File: config.mk
export PLATFORM = sky130hd
export DESIGN_NAME = shf_pipe_flat
export DESIGN_NICKNAME = d
export VERILOG_FILES = /design/src/rtl/shf_pkg.sv /design/src/rtl/shf_if.sv /design/src/rtl/shf_lead_cnt.sv /design/src/rtl/shf_pipe.sv /design/src/flat_wrapper.sv
export SDC_FILE = /design/constraint.sdc
export NUM_CORES = 1
export LEC_CHECK = 0
export ABC_AREA = 1
export CORE_AREA = 2 2 129 131
export CTS_BUF_LIST = sky130_fd_sc_hd__clkbuf_16
export DETAILED_ROUTE_END_ITERATION = 7
export DIE_AREA = 0 0 131 133
export GPL_TIMING_DRIVEN = 0
export SLEW_MARGIN = 30
export SYNTH_ARGS = -nofsm -noshare
export SYNTH_HDL_FRONTEND = slang
export SYNTH_SLANG_ARGS = --single-unit
File: constraint.sdc
create_clock -name clk_exe -period 2.72 [get_ports clk_exe]
set_input_delay 0.408 -clock clk_exe [delete_from_list [all_inputs] [get_ports clk_exe]]
set_output_delay 0.408 -clock clk_exe [all_outputs]
set_load 0.02 [all_outputs]
File: src/rtl/shf_pkg.sv
// rtl/shf_pkg.sv - shifter operation classes and shared constants
package shf_pkg;

  localparam int SHF_CLSW = 3;

  typedef enum logic [SHF_CLSW-1:0] {
    SHF_ASH = 3'b000,
    SHF_ROT = 3'b001,
    SHF_LZ  = 3'b010,
    SHF_LO  = 3'b011,
    SHF_LSH = 3'b100
  } shf_cls_t;

endpackage

File: src/rtl/shf_if.sv
// rtl/shf_if.sv - request/result bundle between the sequencer and the shifter
interface shf_if
  import shf_pkg::*;
#(
  parameter int DATASIZE = 16
) ();

  logic                ps_shf_en;
  logic [SHF_CLSW-1:0] ps_shf_cls;
  logic                ps_shf_hold;
  logic                ps_shf_clrsv;
  logic [DATASIZE-1:0] xb_dtx;
  logic [DATASIZE-1:0] xb_dty;
  logic [DATASIZE-1:0] shf_xb_dt;
  logic                shf_ps_vld;
  logic                shf_ps_sv;
  logic                shf_ps_sz;
  logic                shf_ps_svs;

  modport master (
    output ps_shf_en, ps_shf_cls, ps_shf_hold, ps_shf_clrsv, xb_dtx, xb_dty,
    input  shf_xb_dt, shf_ps_vld, shf_ps_sv, shf_ps_sz, shf_ps_svs
  );

  modport slave (
    input  ps_shf_en, ps_shf_cls, ps_shf_hold, ps_shf_clrsv, xb_dtx, xb_dty,
    output shf_xb_dt, shf_ps_vld, shf_ps_sv, shf_ps_sz, shf_ps_svs
  );

endinterface

File: src/rtl/shf_lead_cnt.sv
// rtl/shf_lead_cnt.sv - counts leading bits equal to i_pol (LZ when 0, LO when 1)
module shf_lead_cnt #(
  parameter int DATASIZE = 16,
  parameter int CNTW     = $clog2(DATASIZE) + 1
) (
  input  logic [DATASIZE-1:0] i_data,
  input  logic                i_pol,
  output logic [CNTW-1:0]     o_cnt
);

  // Scanning upward lets the highest mismatching bit win the last assignment.
  always_comb begin
    o_cnt = CNTW'(DATASIZE);
    for (int i = 0; i < DATASIZE; i++) begin
      if (i_data[i] != i_pol) o_cnt = CNTW'(DATASIZE - 1 - i);
    end
  end

endmodule

File: src/rtl/shf_pipe.sv
// rtl/shf_pipe.sv - two-stage shift/rotate/leading-count execution unit
module shf_pipe
  import shf_pkg::*;
#(
  parameter int DATASIZE = 16,
  parameter int CNTW     = $clog2(DATASIZE) + 1
) (
  input  logic   clk_exe,
  input  logic   reset,
  shf_if.slave   bus
);

  localparam int LOGW = $clog2(DATASIZE);

  logic                r_s1_vld;
  logic [SHF_CLSW-1:0] r_s1_cls;
  logic [DATASIZE-1:0] r_s1_rx;
  logic [DATASIZE-1:0] r_s1_ry;
  logic [DATASIZE-1:0] r_dt;
  logic                r_vld;
  logic                r_sv;
  logic                r_sz;
  logic                r_svs;

  logic                w_neg;
  logic                w_left;
  logic [DATASIZE-1:0] w_mag;
  logic                w_big;
  logic [LOGW-1:0]     w_amt;
  logic                w_rot;
  logic                w_fill;
  logic [DATASIZE-1:0] w_rx_rev;
  logic [DATASIZE-1:0] w_out_rev;
  logic [DATASIZE-1:0] w_stg [0:LOGW];
  logic [DATASIZE-1:0] w_brl_out;
  logic [DATASIZE-1:0] w_shf;
  logic [DATASIZE-1:0] w_keep;
  logic                w_lost;
  logic [CNTW-1:0]     w_cnt;
  logic [DATASIZE-1:0] w_res;
  logic                w_sv;
  logic                w_sz;

  // Unary minus of the most negative value is itself, whose upper bits make w_big true.
  assign w_neg  = r_s1_ry[DATASIZE-1];
  assign w_left = ~w_neg;
  assign w_mag  = w_neg ? -r_s1_ry : r_s1_ry;
  assign w_big  = |w_mag[DATASIZE-1:LOGW];
  assign w_amt  = w_mag[LOGW-1:0];
  assign w_rot  = (r_s1_cls == SHF_ROT);
  assign w_fill = (r_s1_cls == SHF_ASH) && w_neg && r_s1_rx[DATASIZE-1];

  // Left operations run through the same right-going barrel on bit-reversed data.
  for (genvar g = 0; g < DATASIZE; g++) begin : g_rev
    assign w_rx_rev[g]  = r_s1_rx[DATASIZE-1-g];
    assign w_out_rev[g] = w_stg[LOGW][DATASIZE-1-g];
    assign w_keep[g]    = (w_amt <= LOGW'(DATASIZE - 1 - g));
  end

  assign w_stg[0] = w_left ? w_rx_rev : r_s1_rx;

  for (genvar g = 0; g < LOGW; g++) begin : g_barrel
    logic [2*DATASIZE-1:0] w_ext;
    assign w_ext        = {(w_rot ? w_stg[g] : {DATASIZE{w_fill}}), w_stg[g]};
    assign w_stg[g+1]   = w_amt[g] ? w_ext[(1 << g) +: DATASIZE] : w_stg[g];
  end

  assign w_brl_out = w_left ? w_out_rev : w_stg[LOGW];
  assign w_shf     = (w_big && !w_rot) ? {DATASIZE{w_fill}} : w_brl_out;
  assign w_lost    = w_big ? (|r_s1_rx) : (|(r_s1_rx & ~w_keep));

  shf_lead_cnt #(
    .DATASIZE (DATASIZE),
    .CNTW     (CNTW)
  ) u_lead_cnt (
    .i_data (r_s1_rx),
    .i_pol  (r_s1_cls == SHF_LO),
    .o_cnt  (w_cnt)
  );

  always_comb begin
    w_res = '0;
    w_sv  = 1'b0;
    case (r_s1_cls)
      SHF_ASH: begin
        w_res = w_shf;
        w_sv  = w_left && (w_lost || (w_shf[DATASIZE-1] != r_s1_rx[DATASIZE-1]));
      end
      SHF_LSH: begin
        w_res = w_shf;
        w_sv  = w_left && w_lost;
      end
      SHF_ROT: w_res = w_shf;
      SHF_LZ, SHF_LO: begin
        w_res = {{(DATASIZE-CNTW){1'b0}}, w_cnt};
        w_sv  = (w_cnt == CNTW'(DATASIZE));
      end
      default: w_res = '0;
    endcase
    w_sz = (r_s1_cls <= SHF_LSH) && (w_res == '0);
  end

  always_ff @(posedge clk_exe or negedge reset) begin
    if (!reset) begin
      r_s1_vld <= 1'b0;
      r_s1_cls <= '0;
      r_s1_rx  <= '0;
      r_s1_ry  <= '0;
      r_dt     <= '0;
      r_vld    <= 1'b0;
      r_sv     <= 1'b0;
      r_sz     <= 1'b0;
      r_svs    <= 1'b0;
    end else begin
      if (!bus.ps_shf_hold) begin
        r_s1_vld <= bus.ps_shf_en;
        if (bus.ps_shf_en) begin
          r_s1_cls <= bus.ps_shf_cls;
          r_s1_rx  <= bus.xb_dtx;
          r_s1_ry  <= bus.xb_dty;
        end
        r_vld <= r_s1_vld;
        if (r_s1_vld) begin
          r_dt <= w_res;
          r_sv <= w_sv;
          r_sz <= w_sz;
        end
      end
      // A fresh overflow on the same edge outranks the clear request.
      if (!bus.ps_shf_hold && r_s1_vld && w_sv) r_svs <= 1'b1;
      else if (bus.ps_shf_clrsv)               r_svs <= 1'b0;
    end
  end

  assign bus.shf_xb_dt  = r_dt;
  assign bus.shf_ps_vld = r_vld;
  assign bus.shf_ps_sv  = r_sv;
  assign bus.shf_ps_sz  = r_sz;
  assign bus.shf_ps_svs = r_svs;

endmodule

File: src/flat_wrapper.sv
// flat-port wrapper written by rule: the top's interface ports become plain ports
module shf_pipe_flat import shf_pkg::*;
#(
  parameter int DATASIZE = 16,
  parameter int CNTW     = $clog2(DATASIZE) + 1
)
  (clk_exe, reset, bus_ps_shf_en, bus_ps_shf_cls, bus_ps_shf_hold, bus_ps_shf_clrsv, bus_xb_dtx, bus_xb_dty, bus_shf_xb_dt, bus_shf_ps_vld, bus_shf_ps_sv, bus_shf_ps_sz, bus_shf_ps_svs);
  shf_if #(.DATASIZE(DATASIZE)) bus_i ();
  input  logic clk_exe;
  input  logic reset;
  input wire logic [$bits(bus_i.ps_shf_en)-1:0] bus_ps_shf_en;
  input wire logic [$bits(bus_i.ps_shf_cls)-1:0] bus_ps_shf_cls;
  input wire logic [$bits(bus_i.ps_shf_hold)-1:0] bus_ps_shf_hold;
  input wire logic [$bits(bus_i.ps_shf_clrsv)-1:0] bus_ps_shf_clrsv;
  input wire logic [$bits(bus_i.xb_dtx)-1:0] bus_xb_dtx;
  input wire logic [$bits(bus_i.xb_dty)-1:0] bus_xb_dty;
  output wire logic [$bits(bus_i.shf_xb_dt)-1:0] bus_shf_xb_dt;
  output wire logic [$bits(bus_i.shf_ps_vld)-1:0] bus_shf_ps_vld;
  output wire logic [$bits(bus_i.shf_ps_sv)-1:0] bus_shf_ps_sv;
  output wire logic [$bits(bus_i.shf_ps_sz)-1:0] bus_shf_ps_sz;
  output wire logic [$bits(bus_i.shf_ps_svs)-1:0] bus_shf_ps_svs;
  assign bus_i.ps_shf_en = bus_ps_shf_en;
  assign bus_i.ps_shf_cls = bus_ps_shf_cls;
  assign bus_i.ps_shf_hold = bus_ps_shf_hold;
  assign bus_i.ps_shf_clrsv = bus_ps_shf_clrsv;
  assign bus_i.xb_dtx = bus_xb_dtx;
  assign bus_i.xb_dty = bus_xb_dty;
  assign bus_shf_xb_dt = bus_i.shf_xb_dt;
  assign bus_shf_ps_vld = bus_i.shf_ps_vld;
  assign bus_shf_ps_sv = bus_i.shf_ps_sv;
  assign bus_shf_ps_sz = bus_i.shf_ps_sz;
  assign bus_shf_ps_svs = bus_i.shf_ps_svs;
  shf_pipe #(.DATASIZE(DATASIZE), .CNTW(CNTW)) u_core (.clk_exe(clk_exe), .reset(reset), .bus(bus_i));
endmodule
==> results.cfg <==
[die]
initial_utilization_pct = 29.2
fp.dieW_um = 131
die_h_um = 133
row_count = 47
dieArea_mm2 = 0.0174
ios = 60
core-area_mm2 = 0.0162

[synth]
post-synth-top-area-cell = dfrtp_1
syn_nets = 812
syn_area_mm2 = 0.00473
synth_top_area_share_pct = 29.6
ys_warn_count = 0
syn_area_per_cell_um2 = 6.13
synthCells = 771
seq_area_frac_synth_pct = 29.6
synth_cell_types = 36
ys_ff_latch = 56
synthTopCellsByArea = dfrtp_1, nand2_1, nand3_1

[worst_setup_path]
timing.critical_path.to = u_core.bus.shf_ps_svs
crit_arrival_ps = 2720
cp_cell_sequence = inv_4 -> ha_4 -> nand2_2 -> inv_2 -> nor2_2 -> buf_6 -> nand3_1 -> nand3_1 -> nand2_1 -> nand2_1 -> nand2_1 -> nand3_1 -> nand2_1 -> nand2_1 -> nand3_1 -> nand3_1 -> nand2_1 -> nand2_1 -> nand2_1 -> nand2_1 -> nand2_1
crit_path_start = u_core.r_s1_ry[0]
r2r_setup_slack_ps = 190
cp_common_cell = nand2_1
r2r-start = u_core.r_s1_ry[0]
reg2reg_depth = 21
cpMaxStageDelayCell = dfrtp_1
cp.required_ps = 2910
setup.worst_path.start_class = register
worstSetupPathType = register to register
end_kind = register
crit_fanout = 10
cpPeakStageDelay_ps = 420
worstReg2RegEnd = u_core.bus.shf_ps_svs

[drt]
postRouteAntennaNets = 0
wl_per_cell_um = 14.3
vias = 5295
drtIter0Drc = 399
wl_um = 15200
route.detailed.drc = 0
dr.pass1.iters = 5
viasPerCell = 4.97

[placement]
globalplace.congestion = 0.918
dp_slack_ps = -288
io_buffers = 59
place_area_mm2 = 0.00562
hpwl_um = 12100

[cells_and_area]
layout-drive-gt1-share_pct = 11.4
postLayoutCellArea_mm2 = 0.00595
fin_nets = 887
antennaDiodeCount = 0
areaGrowthSynthToFinish_pct = 25.9
final_common_cell = nand2_1
fin_util_pct = 36.8
fillCellCount = 1774
layout_common_cells = nand2_1, nand3_1, nor2_1

[grt]
grt_pass1_wl_um = 25100
antenna_found_initial = 0
grt_usage_pct = 18.0
grt_pass1_vias = 4945
grt_max_degree = 44
grt_overflow_total = 0

[sta]
worstMarginPinSlew_ps = 581
period_needed_ps = 2530
hold_viol = 0
final-setup-viol-count = 0
maxSlewHeadroom_pct = 61.3
hold_ws_ps = 478
fin_skew_ps = 8.48
slew_viol_final = 0
fin_ws_ps = 187
fmax_ghz = 0.395
post-route-period-util_pct = 93.1

[clock_tree]
clockRootBuffer = clkbuf_16
numCtsBuffers = 5
cts.sink_count = 56
htree_levels = 2
cts_tree = built
clk_latency_ps = 300
clk_pin_slew_ps = 70
cts_max_path_buffers = 2

[pwr]
design_power_total_mw = 3.47
irDropWorstVdd_mv = 0.277
power_density_mw_per_mm2 = 582
leakage_nw = 2.85

[worst_hold_path]
holdCritPathClass = register to register

[flow_run]
cap_violations = 0

[status]
status = finished, final reports clean
worst min path at each step:
| stage | from | slack (ps) | cells after the start | end |
|---|---|---|---|---|
| 4_1_cts | u_core.bus.shf_ps_svs | 480 | 2 | u_core.bus.shf_ps_svs |
| 6_report | u_core.bus.shf_ps_svs | 480 | 2 | u_core.bus.shf_ps_svs |
| 3_3_place_gp | u_core.bus.shf_xb_dt[9] | 470 | 2 | u_core.bus.shf_xb_dt[9] |
| 5_1_grt | u_core.bus.shf_ps_sv | 490 | 2 | u_core.bus.shf_ps_sv |
| 3_5_place_dp | reset | 290 | 1 | u_core.r_s1_ry[10] |
| 2_1_floorplan | reset | 110 | 0 | u_core.bus.shf_ps_sv |
routing by layer:
layer  wire [µm]  part of all wire, %  GRT usage [%]  up-vias
met5           0                    0              0        -
met4         241                  1.6           4.79        0
met3         773                  5.1           2.10       21
met2        6970                   46           28.1      143
met1        7230                   48           26.3     2477
li1            -                    -              -     2654
critical path: cells and delay by family, from the launching register on:
kind                       cells  cell delay [ps]
and+or+nand+nor               17             1520
DFF                            1              420
buffers and inverters          3              300
adders and majority gates      1              190
final cells by class:
type	count	area, µm²	area share, %
multi-input cells	615	2950	49.5
repair buffers	69	686	11.5
inverters	61	236	3.97
well taps	220	275	4.62
plain buffers	38	249	4.18
flip-flops and latches	56	1400	23.5
clock buffers	5	125	2.10
clock inverters	1	30.0	0.505
sequential cells by signal (all words and copies together), names as in the netlist:
signal	cells
u_core.bus.shf_ps_svs	1
u_core.r_s1_cls	3
u_core.bus.shf_ps_sz	1
u_core.bus.shf_xb_dt	16
u_core.r_s1_rx	16
u_core.bus.shf_ps_vld	1
u_core.r_s1_ry	16
u_core.r_s1_vld	1
u_core.bus.shf_ps_sv	1
power breakdown:
group          switching (mW)  internal (mW)
combinational            1.08          0.626
sequential              0.110          0.929
clock                   0.296          0.425
metrics by stage:
step | TNS [ps] | std cells
global route | -11.2 | 1065
floorplan | 0 | 771
global placement | -33590 | 1050
detailed placement | -1040 | 1051
CTS | 0 | 1059
finish | 0 | 1065
Yosys cell counts:
| library cell | number |
|---|---|
| o31ai_1 | 1 |
| o21ai_1 | 7 |
| nor2_2 | 5 |
| o22ai_1 | 2 |
| nand4_1 | 5 |
| a21o_1 | 1 |
| a21oi_1 | 41 |
| buf_6 | 6 |
| clkbuf_1 | 12 |
| and3_1 | 2 |
| nand2_1 | 257 |
| nand2_2 | 5 |
| inv_1 | 51 |
| buf_2 | 15 |
| xnor2_1 | 2 |
| ha_1 | 1 |
| buf_1 | 1 |
| o21ai_4 | 1 |
| nor2_4 | 2 |
| o211ai_1 | 2 |
| buf_4 | 5 |
| nor2_1 | 76 |
| o21ai_0 | 18 |
| nand3_1 | 154 |
| mux2_2 | 5 |
| a41oi_1 | 1 |
| inv_2 | 10 |
| o221ai_1 | 1 |
| nand3_4 | 1 |
| nand3_2 | 5 |
| and2_1 | 1 |
| nor4_1 | 2 |
| nand2_4 | 1 |
| dfrtp_1 | 56 |
| xor2_1 | 13 |
| nor3_1 | 3 |
repair_timing:
action,CTS,global route
endpoints found under the hold margin,13,0
setup endpoints to repair,11,4
pin swaps,0,6
hold buffers,1,0
resized for setup,5,34
buffers inserted,2,6
cells by family after synthesis:
logic type | count (synthesis) | share of synthesized area [%]
flops | 56 | 29.6
buf+inv | 100 | 9.68
xor+xnor | 15 | 2.78
simple gates | 519 | 47.8
compound gates | 75 | 8.60
fa+ha+maj | 1 | 0.265
mux | 5 | 1.19
Note: power is estimated with default switching activity, not from simulation.
